===== src/rtl/tidc_grant_ack_tracker.sv =====
// Issues TileLink Grants with a sink ID from the sink ID manager and retires them on GrantAck.
// States: IDLE wait for request | AREQ request ID | AWAIT wait for grant | SEND drive D channel
module tidc_grant_ack_tracker #(
    parameter int SINK_W = 3,
    parameter int SRC_W  = 4,
    parameter int ADDR_W = 32
) (
    input  logic              clk,
    input  logic              rst,
    input  logic              req_valid,
    output logic              req_ready,
    input  logic [SRC_W-1:0]  req_source,
    input  logic [1:0]        req_param,
    input  logic [ADDR_W-1:0] req_addr,
    output logic              alloc_req,
    input  logic              alloc_gnt,
    input  logic [SINK_W-1:0] alloc_sink_id,
    output logic              dealloc_req,
    output logic [SINK_W-1:0] dealloc_sink_id,
    output logic              d_valid,
    input  logic              d_ready,
    output logic [2:0]        d_opcode,
    output logic [1:0]        d_param,
    output logic [SRC_W-1:0]  d_source,
    output logic [SINK_W-1:0] d_sink,
    input  logic              e_valid,
    output logic              e_ready,
    input  logic [SINK_W-1:0] e_sink,
    output logic              done_valid,
    output logic [ADDR_W-1:0] done_addr,
    output logic [SRC_W-1:0]  done_source,
    output logic              err_bad_sink,
    output logic [SINK_W:0]   outstanding
);
    localparam int NENT = 1 << SINK_W;
    localparam logic [SINK_W:0] NENT_C = {1'b1, {SINK_W{1'b0}}};
    localparam logic [SINK_W:0] ONE    = {{SINK_W{1'b0}}, 1'b1};

    typedef enum logic [1:0] {IDLE, AREQ, AWAIT, SEND} state_t;
    state_t state;

    logic [SRC_W-1:0]  lat_source;
    logic [1:0]        lat_param;
    logic [ADDR_W-1:0] lat_addr;
    logic [NENT-1:0]   tbl_valid;
    logic [SRC_W-1:0]  tbl_source [NENT];
    logic [ADDR_W-1:0] tbl_addr   [NENT];
    logic              d_fire;
    logic              e_hit;
    logic [SINK_W:0]   out_nxt;

    assign d_fire  = d_valid && d_ready;
    assign e_hit   = e_valid && tbl_valid[e_sink];
    assign e_ready = 1'b1;

    always_comb begin
        out_nxt = outstanding;
        if (d_fire && !e_hit)
            out_nxt = outstanding + ONE;
        else if (!d_fire && e_hit)
            out_nxt = outstanding - ONE;
    end

    // alloc_req is decided on the edge entering AREQ from next-cycle occupancy, so it is a one-cycle pulse
    always_ff @(posedge clk or posedge rst) begin
        if (rst) begin
            state           <= IDLE;
            req_ready       <= 1'b0;
            alloc_req       <= 1'b0;
            lat_source      <= '0;
            lat_param       <= '0;
            lat_addr        <= '0;
            d_valid         <= 1'b0;
            d_opcode        <= '0;
            d_param         <= '0;
            d_source        <= '0;
            d_sink          <= '0;
            outstanding     <= '0;
            dealloc_req     <= 1'b0;
            dealloc_sink_id <= '0;
            done_valid      <= 1'b0;
            done_addr       <= '0;
            done_source     <= '0;
            err_bad_sink    <= 1'b0;
        end else begin
            case (state)
                IDLE: begin
                    if (req_valid && req_ready) begin
                        lat_source <= req_source;
                        lat_param  <= req_param;
                        lat_addr   <= req_addr;
                        req_ready  <= 1'b0;
                        alloc_req  <= (out_nxt < NENT_C);
                        state      <= AREQ;
                    end else begin
                        req_ready  <= 1'b1;
                    end
                end
                AREQ: begin
                    if (alloc_req) begin
                        alloc_req <= 1'b0;
                        state     <= AWAIT;
                    end else begin
                        alloc_req <= (out_nxt < NENT_C);
                    end
                end
                AWAIT: begin
                    if (alloc_gnt) begin
                        d_valid  <= 1'b1;
                        d_opcode <= 3'd4;
                        d_param  <= lat_param;
                        d_source <= lat_source;
                        d_sink   <= alloc_sink_id;
                        state    <= SEND;
                    end else begin
                        alloc_req <= (out_nxt < NENT_C);
                        state     <= AREQ;
                    end
                end
                SEND: begin
                    if (d_ready) begin
                        d_valid   <= 1'b0;
                        req_ready <= 1'b1;
                        state     <= IDLE;
                    end
                end
                default: state <= IDLE;
            endcase

            outstanding  <= out_nxt;
            dealloc_req  <= e_hit;
            done_valid   <= e_hit;
            err_bad_sink <= e_valid && !tbl_valid[e_sink];
            if (e_hit) begin
                dealloc_sink_id <= e_sink;
                done_addr       <= tbl_addr[e_sink];
                done_source     <= tbl_source[e_sink];
            end
        end
    end

    // Valid bit is sampled before the write, so an ack to the sink being granted this cycle misses
    always_ff @(posedge clk or posedge rst) begin
        if (rst) begin
            tbl_valid <= '0;
        end else begin
            if (d_fire)
                tbl_valid[d_sink] <= 1'b1;
            if (e_hit)
                tbl_valid[e_sink] <= 1'b0;
        end
    end

    always_ff @(posedge clk) begin
        if (d_fire) begin
            tbl_source[d_sink] <= lat_source;
            tbl_addr[d_sink]   <= lat_addr;
        end
    end
endmodule


===== config.mk =====
export PLATFORM = sky130hd
export DESIGN_NAME = tidc_grant_ack_tracker
export DESIGN_NICKNAME = d
export VERILOG_FILES = /design/src/rtl/tidc_grant_ack_tracker.sv
export SDC_FILE = /design/constraint.sdc
export NUM_CORES = 1
export LEC_CHECK = 0
export ABC_CLOCK_PERIOD_IN_PS = 6400
export BUFFER_PORTS_ARGS = -buffer_cell sky130_fd_sc_hd__buf_2
export CAP_MARGIN = 0
export CORE_UTILIZATION = 59
export DETAILED_ROUTE_END_ITERATION = 16
export PLACE_DENSITY = 0.85
export SYNTH_ARGS = -nofsm -noshare
export SYNTH_HDL_FRONTEND = slang
export SYNTH_SLANG_ARGS = --single-unit

===== constraint.sdc =====
create_clock -name clk -period 6.4 [get_ports clk]
set_input_delay 0.32 -clock clk [delete_from_list [all_inputs] [get_ports clk]]
set_output_delay 0.32 -clock clk [all_outputs]
set_load 0.02 [all_outputs]

==> results of run 1 <==
worst max-delay path by stage:
stage	end	start	slack, ns	depth (start not counted)
after floorplan	tbl_addr[0][0]	d_valid	1.72	2
after global placement	alloc_req	e_sink[2]	2.74	9
after detailed placement	alloc_req	e_sink[2]	2.63	9
after CTS	alloc_req	e_sink[2]	3.10	9
after global routing	alloc_req	e_sink[2]	2.89	9
final	alloc_req	e_sink[2]	3.06	9
layout make-up:
class,count,area [µm²]
Sequential cell,394,11300
Fill cell,1514,7500
Multi-Input combinational cell,315,3440
Clock buffer,48,1060
Timing Repair Buffer,121,646
Tap cell,324,405
Clock inverter,20,153
Inverter,6,25.0
Antenna cell,1,2.50
Yosys cell counts, types with 2 or more instances:
cell type    n
edfxtp_1   288
nand2b_1     5
ha_1         2
conb_1       2
o32a_1       3
nor2_1      10
clkbuf_1    13
mux2_2      48
nand2_1     56
buf_2       20
a31oi_1      2
buf_4        8
dfrtp_1    106
a21oi_1      5
nor3_1       5
mux2i_1     39
inv_1        5
xor2_1       3
xnor2_1      2
o22a_1       4
mux4_2      72
o21ai_0     40
cells in the final DEF (no fill, tap or decap), drive strengths merged, types with 4 or more instances in the layout:
| cell | n |
|---|---|
| nor2 | 10 |
| clkbuf | 48 |
| edfxtp | 288 |
| mux2i | 39 |
| nand2 | 56 |
| clkinv | 14 |
| o21ai | 40 |
| nor3 | 5 |
| o22a | 4 |
| mux2 | 50 |
| mux4 | 72 |
| dfrtp | 106 |
| inv | 7 |
| a21oi | 5 |
| buf | 120 |
| nand2b | 5 |
flip-flops by register name (all words and copies together), names as in the netlist, 2 cells and up:
| register | count |
|---|---|
| d_param | 2 |
| d_sink | 3 |
| d_source | 4 |
| dealloc_sink_id | 3 |
| done_addr | 32 |
| done_source | 4 |
| lat_addr | 32 |
| lat_param | 2 |
| lat_source | 4 |
| outstanding | 4 |
| state | 2 |
| tbl_addr | 256 |
| tbl_source | 32 |
| tbl_valid | 8 |
kinds of logic after synthesis:
group / Yosys count
fa+ha+maj: 3
simple gates: 83
flops: 394
buf+inv: 49
other cells: 2
xor+xnor: 5
compound gates: 60
mux: 161
worst reg2reg max path, stage by stage, from the launching register on:
cell and delay [ns]:
dfrtp_1 0.36, mux2_1 0.17, a2bb2oi_2 0.22, nand3_4 0.68, inv_2 0.46, mux2i_1 0.26, xor2_1 0.24, a221oi_2 0.09
power groups by stage:
stage / sequential, W / clock (W) / combinational, W
after global routing: 0.00419 / 0.00230 / 0.00145
after global placement: 0.00409 / 0 / 0.00130
after floorplan: 0.00418 / 0 / 0.000726
final: 0.00412 / 0.00216 / 0.00135
after detailed placement: 0.00415 / 0 / 0.00134
after CTS: 0.00412 / 0.00220 / 0.00137
through the flow:
step,setup slack (ns),instances
2_1_floorplan,1.72,758
3_5_place_dp,2.63,1159
3_3_place_gp,2.74,1159
4_1_cts,3.10,1228
5_1_grt,2.89,1229
6_report,3.06,1229
per-layer routing:
metal	global-route usage, %	routed length (µm)	vias up
met5	0	0	-
met2	40.4	15100	301
met3	3.85	1690	76
li1	-	-	3207
met4	9.22	940	0
met1	31.5	11800	3844
==> impl_metrics.tcl, run 1 <==
set metrics [dict create \
    drc 0 \
    cp_slowest_cell "nand3_4" \
    setup_tns_ns 0 \
    async_flop_share_pct 26.9 \
    switching_power_w 0.00222 \
    period_share_pct 52.1 \
    pwr-share-clk_pct 28.3 \
    rsz0062_at_grt "false" \
    grt_pass1_wl_mm 45.5 \
    dieHeight_um 161 \
    ys_seq_elements 394 \
    period_needed_ns 3.34 \
    avgRoutedWirePerCell_um 24.0 \
    power.density_nw_per_um2 448 \
    ant_nets 0 \
    fin_hold_ws_ns 0.0240 \
    post_cts_buffers 0 \
    max_slew_margin_pct 29.8 \
    synth_area_leader_cell "edfxtp_1" \
    post_cts_resized 0 \
    synth.area.mux_share_pct 17.3 \
    start_kind "primary input" \
    synthSimpleGateAreaFrac_pct 2.36 \
    die_area_um2 25900 \
    std_cell_rows 57 \
    clock-root-buffer "clkbuf_16" \
    synth_area_leaders "edfxtp_1 (58%), dfrtp_1 (18%), mux4_2 (11%)" \
    clock_sinks 394 \
    worstMarginPinSlew_ns 1.05 \
    fin_util_pct 69.4 \
    status "complete, no violations" \
    layout-drive-gt1-share_pct 34.4 \
    synth-xor-area-share_pct 0.293 \
    pwr-share-seq_pct 54.0 \
    hp-class "in2reg" \
    r2r_slack_ns 3.80 \
    ctsHoldBuffers 1 \
    synth_area_um2 14900 \
    cap_violations 0 \
    io_buffers 108 \
    reg2reg_from "tbl_valid[7]" \
    synth_edf_count 288 \
    synth_top_family_by_area "multiplexers" \
    place_congestion 0.807 \
    p_leak_nw 6.24 \
    critPathBufInv 3 \
    numCtsBuffers 39 \
    yosys_most_used_dff "edfxtp_1" \
    grt_usage_pct 23.9 \
    grt_start_max_net_pins 85 \
    firstDrtPassIters 5 \
    die-width_um 161 \
    hold_end "d_sink[1]" \
    antenna_found_initial 1 \
    cts_tree "built" \
    irDropWorstVdd_mv 0.306 \
    num_vias 7428 \
    core_area_um2 24500 \
    grt_pass1_vias 7821 \
    dp_hpwl_mm 15.1 \
    clk_latency_ns 0.52 \
    cp_max_fo 84 \
    drtIter0Drc 615 \
    finalSetupViolations 0 \
    hold_path_startpoint "alloc_sink_id[1]" \
    placed_area_um2 15800 \
    max_freq_ghz 0.300 \
    final_area_um2 17000 \
    syn_area_per_cell_um2 19.7 \
    overflow 0 \
    power_frac_comb_pct 17.7 \
    ys_types 41 \
    clkTransAtPathRegs_ns 0.06 \
    rr_endpoint "alloc_req" \
    min_path_cells 2 \
    reg2reg_depth 7 \
    viasPerCell 6.04 \
    cp_top_family "buffers and inverters" \
    cpPeakStageDelay_ns 0.66 \
    synth-seq-area-share_pct 75.7 \
    synthAdderAreaFrac_pct 0.235 \
    wirelength_mm 29.5 \
    clock_skew_ns 0.0175 \
    crit_arrival_ns 3.72 \
    finalHoldViolCount 0 \
    crit_path_end_kind "flop" \
    synth_compound_area_share_pct 2.42 \
    syn2layout_area_growth_pct 14.1 \
    p_total_w 0.00763 \
    slew_viol_final 0 \
    p_int_w 0.00541 \
    cts_buffer_depth 3 \
    worstSetupPathType "in2reg" \
    synth_cells 757 \
    p_sw_share_pct 29.1 \
    initial_core_util_pct 60.8 \
    yosysWarningCount 0 \
    path_cells "buf_2 > buf_4 > nand2b_1 > o22a_1 > nand3_4 > inv_2 > mux2i_1 > xor2_1 > a221oi_2" \
    io_pins 112 \
    synth_top_area_share_pct 57.9 \
    h-tree-depth 2 \
    required_ns 6.78 \
    fin_nets 929 \
]
Note: power is estimated with default switching activity, not from simulation.
==> run 2, diff against run 1 <==
--- a/config.mk
+++ b/config.mk
@@ -5,12 +5,12 @@
 export SDC_FILE = /design/constraint.sdc
 export NUM_CORES = 1
 export LEC_CHECK = 0
-export ABC_CLOCK_PERIOD_IN_PS = 6400
+export ABC_CLOCK_PERIOD_IN_PS = 2870
 export BUFFER_PORTS_ARGS = -buffer_cell sky130_fd_sc_hd__buf_2
 export CAP_MARGIN = 0
-export CORE_UTILIZATION = 59
+export CORE_UTILIZATION = 54
 export DETAILED_ROUTE_END_ITERATION = 16
-export PLACE_DENSITY = 0.85
+export PLACE_DENSITY = 0.83
 export SYNTH_ARGS = -nofsm -noshare
 export SYNTH_HDL_FRONTEND = slang
 export SYNTH_SLANG_ARGS = --single-unit
==> constraint.sdc (replaced) <==
create_clock -name clk -period 2.87 [get_ports clk]
set_input_delay 0.1435 -clock clk [delete_from_list [all_inputs] [get_ports clk]]
set_output_delay 0.1435 -clock clk [all_outputs]
set_load 0.02 [all_outputs]
==> run 2 against run 1 <==
Critical path depth fell by 5. Final cell count rose by 5.8%. Die area rose by 9.1%. First-iteration DRC count fell by 2.8%. Count of clock-buffer cells in the layout rose by 6. Via count rose by 1.5%. Largest cell class unchanged. Sequential power rose by 120%. Sequential share of layout area fell by 2.3 points.
==> impl_metrics.tcl, run 2 (synthesis results as in run 1) <==
set metrics [dict create \
    dp_slack_ns 0.787 \
    irDropWorstVdd_mv 0.524 \
    max_slew_margin_pct 53.1 \
    fin_nets 982 \
    r2r_slack_ns 0.79 \
    grt_util_met1_pct 29.3 \
    top_register "tbl_addr" \
    reg2reg_from "d_valid" \
    grt_pass1_wl_mm 46.3 \
    fin_ws_ns 0.793 \
    cp_top_family "simple AND/OR/NAND/NOR gates" \
    initial_core_util_pct 55.2 \
    clk_latency_ns 0.52 \
    period_needed_ns 2.08 \
    slew_viol_final 0 \
    core_area_um2 27000 \
    worstMarginPinSlew_ns 0.701 \
    crit_path_end_kind "flop" \
    h-tree-depth 2 \
    pwr-share-seq_pct 53.4 \
    diodes 0 \
    cts_tree "built" \
    p_leak_nw 6.50 \
    io_pins 112 \
    finalSetupViolations 0 \
    p_int_w 0.0122 \
    ant_nets 0 \
    setup_tns_ns 0 \
    avgRoutedWirePerCell_um 23.0 \
    pwr-share-clk_pct 28.7 \
    worstSetupPathType "reg2reg" \
    syn2layout_area_growth_pct 18.2 \
    cp_slowest_cell "buf_4" \
    numCtsBuffers 39 \
    layout-drive-gt1-share_pct 33.4 \
    crit_arrival_ns 2.23 \
    final_area_um2 17600 \
    overflow 0 \
    fin_util_pct 65.3 \
    use_met2_pct 37.2 \
    largest_reg_flops 256 \
    clock_sinks 394 \
    clock-root-buffer "clkbuf_16" \
    path_cells "and2_1 > nand2_1 > nor3_4 > buf_4" \
    grt_usage_pct 22.2 \
    critPathBufInv 1 \
    finalHoldViolCount 0 \
    num_vias 7537 \
    crit_cells 4 \
    endpoint "tbl_addr[1][9]" \
    std_cell_rows 60 \
    period_share_pct 72.4 \
    cp_max_fo 28 \
    switching_power_w 0.00494 \
    drc 0 \
    wirelength_mm 29.9 \
    max_freq_ghz 0.481 \
    power.density_nw_per_um2 974 \
    die-width_um 168 \
    hp-class "in2reg" \
    dp_hpwl_mm 15.8 \
    layout_commonest_cell "edfxtp_1" \
    rsz0062_at_grt "false" \
    cpPeakStageDelay_ns 0.47 \
    drtIter0Drc 598 \
    firstDrtPassIters 7 \
    fin_hold_ws_ns 0.0916 \
    place_congestion 0.786 \
    most-common-layout-cells "edfxtp_1 (288), dfrtp_1 (106), buf_2 (106)" \
    viasPerCell 5.80 \
    io_buffers 108 \
    grt_pass1_vias 7886 \
    post_cts_buffers 0 \
    grt_start_max_net_pins 107 \
    required_ns 3.02 \
    power_frac_comb_pct 17.9 \
    busiest_layer "met2" \
    dieHeight_um 168 \
    status "complete, no violations" \
    min_path_cells 3 \
    rr_endpoint "tbl_addr[1][9]" \
    cap_violations 0 \
    clkTransAtPathRegs_ns 0.06 \
    clock_skew_ns 0.0109 \
    placed_area_um2 15900 \
    startpoint "d_valid" \
    cts_buffer_depth 3 \
    die_area_um2 28300 \
    reg2reg_depth 4 \
    use_met3_pct 3.20 \
    start_kind "flop" \
    p_sw_share_pct 28.8 \
    antenna_found_initial 0 \
]
-- run 2: cell count changes in the layout (fill, tap and decap cells not counted), moves of 2 or more --
cell	before	now
buf_4	14	19
clkbuf_8	3	5
buf_12	0	2
dlygate4sd3_1	1	46
clkinv_1	7	3
clkbuf_1	5	10
-- run 2: tightest hold or removal path: stages --
cell and delay [ns]:
buf_6 0.21, inv_1 0.10, a31oi_1 0.08
-- run 2: metrics by stage --
stage | total power, W | instances
2_1_floorplan | 0.0109 | 758
3_3_place_gp | 0.0121 | 1184
3_5_place_dp | 0.0123 | 1184
4_1_cts | 0.0173 | 1300
5_1_grt | 0.0179 | 1300
6_report | 0.0172 | 1300
-- run 2: cell type report --
cell class	instances	area (µm²)
flip-flops and latches	394	11300
inverters	6	26.3
multi-input cells	315	3460
well taps	341	427
clock buffers	54	1080
clock inverters	16	158
repair buffers	174	1180
fillers	1737	9390
-- run 2: power by group through the flow --
stage | combinational (W) | sequential [W] | clock [W]
after floorplan | 0.00163 | 0.00932 | 0
after global placement | 0.00294 | 0.00914 | 0
after detailed placement | 0.00304 | 0.00926 | 0
after CTS | 0.00311 | 0.00918 | 0.00502
after global routing | 0.00332 | 0.00936 | 0.00524
final | 0.00307 | 0.00917 | 0.00493
-- run 2: per-layer routing --
layer  wire length (µm)  up-vias
li1                   -     3314
met1              12300     3864
met2              15200      277
met3               1430       82
met4                996        0
met5                  0        -
-- run 2: how the worst min path moves through the flow --
stage                        end       from  slack [ns]
global placement    done_addr[1]        rst        0.37
detailed placement  done_addr[1]        rst        0.38
finish              tbl_valid[0]  e_sink[0]        0.09
global route        tbl_valid[0]  e_sink[0]         0.1
CTS                 tbl_valid[0]  e_sink[0]         0.1
floorplan           err_bad_sink    e_valid        0.29
-- run 2: timing repair --
action	in CTS	in global routing
endpoints found under the setup margin	0	0
hold buffers	46	0
endpoints found under the hold margin	153	0
resized for setup	0	0
==> run 3, diff against run 2 <==
--- a/config.mk
+++ b/config.mk
@@ -5,12 +5,12 @@
 export SDC_FILE = /design/constraint.sdc
 export NUM_CORES = 1
 export LEC_CHECK = 0
-export ABC_CLOCK_PERIOD_IN_PS = 2870
+export ABC_CLOCK_PERIOD_IN_PS = 2000
 export BUFFER_PORTS_ARGS = -buffer_cell sky130_fd_sc_hd__buf_2
 export CAP_MARGIN = 0
-export CORE_UTILIZATION = 54
+export CORE_UTILIZATION = 59
 export DETAILED_ROUTE_END_ITERATION = 16
-export PLACE_DENSITY = 0.83
+export PLACE_DENSITY = 0.85
 export SYNTH_ARGS = -nofsm -noshare
 export SYNTH_HDL_FRONTEND = slang
 export SYNTH_SLANG_ARGS = --single-unit
==> constraint.sdc (replaced) <==
create_clock -name clk -period 2 [get_ports clk]
set_input_delay 0.1 -clock clk [delete_from_list [all_inputs] [get_ports clk]]
set_output_delay 0.1 -clock clk [all_outputs]
set_load 0.02 [all_outputs]
==> run 3 against run 2 <==
Clock skew is 0.011 ns higher. Worst setup slack got worse by 0.75 ns. Hold slack got worse by 0.047 ns. Sequential cell count stayed put. Highest routed layer is now met5.
==> impl_metrics.tcl, run 3 (synthesis results as in run 1) <==
set metrics [dict create \
    reg2reg_from "tbl_valid[5]" \
    irDropWorstVdd_mv 1.00 \
    grt_start_max_net_pins 54 \
    r2r_slack_ns 0.14 \
    status "complete, no violations" \
    clkTransAtPathRegs_ns 0.06 \
    place_congestion 0.773 \
    initial_core_util_pct 60.8 \
    wirelength_mm 32.5 \
    dp_hpwl_mm 17.1 \
    cts_tree "built" \
    drc 0 \
    layout-drive-gt1-share_pct 34.6 \
    overflow 0 \
    fin_nets 991 \
    worstMarginPinSlew_ns 0.778 \
    avgRoutedWirePerCell_um 25.1 \
    finalSetupViolations 0 \
    worstSetupPathType "in2reg" \
    drtIter0Drc 612 \
    layout_commonest_cell "edfxtp_1" \
    finalHoldViolCount 0 \
    clock_sinks 394 \
    path_cells "dlygate4sd3_1 > buf_6 > mux2_2 > o22a_1 > nand3_4 > buf_6 > nand3_1 > o21ai_0 > xor2_1" \
    rr_endpoint "outstanding[2]" \
    fillCellCount 1392 \
    most-common-layout-cells "edfxtp_1 (288), buf_2 (106), dfrtp_1 (102)" \
    max_freq_ghz 0.511 \
    setup_tns_ns 0 \
    cap_violations 0 \
    clock_skew_ns 0.0217 \
    period_share_pct 97.8 \
    crit_arrival_ns 2.39 \
    fin_cells 1294 \
    start_kind "primary input" \
    largest_reg_flops 256 \
    hp-class "in2reg" \
    dp_cells 1176 \
    ant_nets 0 \
    cp_max_fo 31 \
    grt_pass1_wl_mm 49.1 \
    min_path_cells 3 \
    cpPeakStageDelay_ns 0.58 \
    viasPerCell 6.13 \
    hold_end "tbl_valid[1]" \
    dieHeight_um 161 \
    io_pins 112 \
    cp_slowest_cell "dlygate4sd3_1" \
    p_leak_nw 6.62 \
    crit_path_end_kind "flop" \
    antenna_found_initial 3 \
    period_needed_ns 1.96 \
    top_register "tbl_addr" \
    post_cts_buffers 0 \
    grt_pass1_vias 8496 \
    clk_latency_ns 0.54 \
    std_cell_rows 57 \
    power.density_nw_per_um2 1410 \
    fin_util_pct 73.0 \
    max_slew_margin_pct 48.0 \
    firstDrtPassIters 5 \
    syn2layout_area_growth_pct 20.0 \
    fin_hold_ws_ns 0.0450 \
    rsz0062_at_grt "false" \
    core_area_um2 24500 \
    io_buffers 108 \
    reg2reg_depth 7 \
    clock-root-buffer "clkbuf_16" \
    numCtsBuffers 38 \
    hold_path_startpoint "e_sink[2]" \
    h-tree-depth 2 \
    cpMostUsedCell "buf_6" \
    required_ns 2.43 \
    slew_viol_final 0 \
    cts_buffer_depth 3 \
    grt_usage_pct 25.9 \
    num_vias 7929 \
    die-width_um 161 \
    die_area_um2 25900 \
]
run 3: cell types whose count changed in the layout (fill, tap and decap cells not counted), moves of 3 or more:
| cell | before | now |
|---|---|---|
| dfrtp_2 | 0 | 4 |
| nor3_4 | 1 | 4 |
| clkinv_2 | 8 | 5 |
| nor3_2 | 4 | 1 |
| buf_4 | 19 | 16 |
| dfrtp_1 | 106 | 102 |
| buf_12 | 2 | 13 |
run 3: cell type report:
| type | instances | area [µm²] | share of cell area [%] |
|---|---|---|---|
| clock inverter | 14 | 159 | 0.887 |
| timing repair buffer | 184 | 1400 | 7.84 |
| sequential | 394 | 11300 | 63.1 |
| antenna | 2 | 5.00 | 0.0279 |
| inverter | 6 | 26.3 | 0.147 |
| multi-input combinational | 315 | 3510 | 19.6 |
| clock buffer | 55 | 1100 | 6.12 |
| tap | 324 | 405 | 2.26 |
run 3: repair_timing:
item	CTS	global route
endpoints found under the setup margin	0	1
hold buffers	47	0
hold endpoints to repair	77	0
gates resized for setup	0	1
run 3: critical path: cells and delay by family:
kind | cells | cell delay [ns]
and+or+nand+nor | 2 | 0.26
xor gates and xnor gates | 1 | 0.19
muxes | 1 | 0.40
AOI/OAI and AO/OA | 2 | 0.36
buffers and inverters | 3 | 1.06
run 3: worst max-delay path by stage:
| stage | slack, ns | cells past startpoint | endpoint | startpoint |
|---|---|---|---|---|
| after floorplan | -0.29 | 1 | tbl_addr[0][0] | d_sink[0] |
| after global routing | 0.0005 | 9 | outstanding[2] | e_sink[0] |
| after CTS | 0.01 | 9 | outstanding[2] | e_sink[0] |
| final | 0.04 | 9 | outstanding[2] | e_sink[0] |
| after detailed placement | 0.19 | 7 | outstanding[2] | tbl_valid[2] |
| after global placement | 0.27 | 7 | outstanding[2] | tbl_valid[2] |
run 3: power by group:
part	total (W)	internal [W]	switching, W
sequential	0.0133	0.0115	0.00175
combinational	0.00474	0.00201	0.00273
clock	0.00717	0.00422	0.00295
run 3: layer usage:
metal | up-vias | wire [µm] | GRT usage [%]
li1 | 3338 | - | -
met1 | 4165 | 12100 | 32.8
met2 | 352 | 17500 | 45.5
met3 | 72 | 2070 | 4.26
met4 | 2 | 853 | 9.61
met5 | - | 13 | 0
run 3: per-stage QoR:
step	cell area, µm²	power [W]	worst slack [ns]
after floorplan	15100	0.0158	-0.293
after global placement	16200	0.0176	0.269
after detailed placement	16200	0.0179	0.195
after CTS	17900	0.0252	0.0142
after global routing	17900	0.0261	0.000535
final	17900	0.0252	0.0443
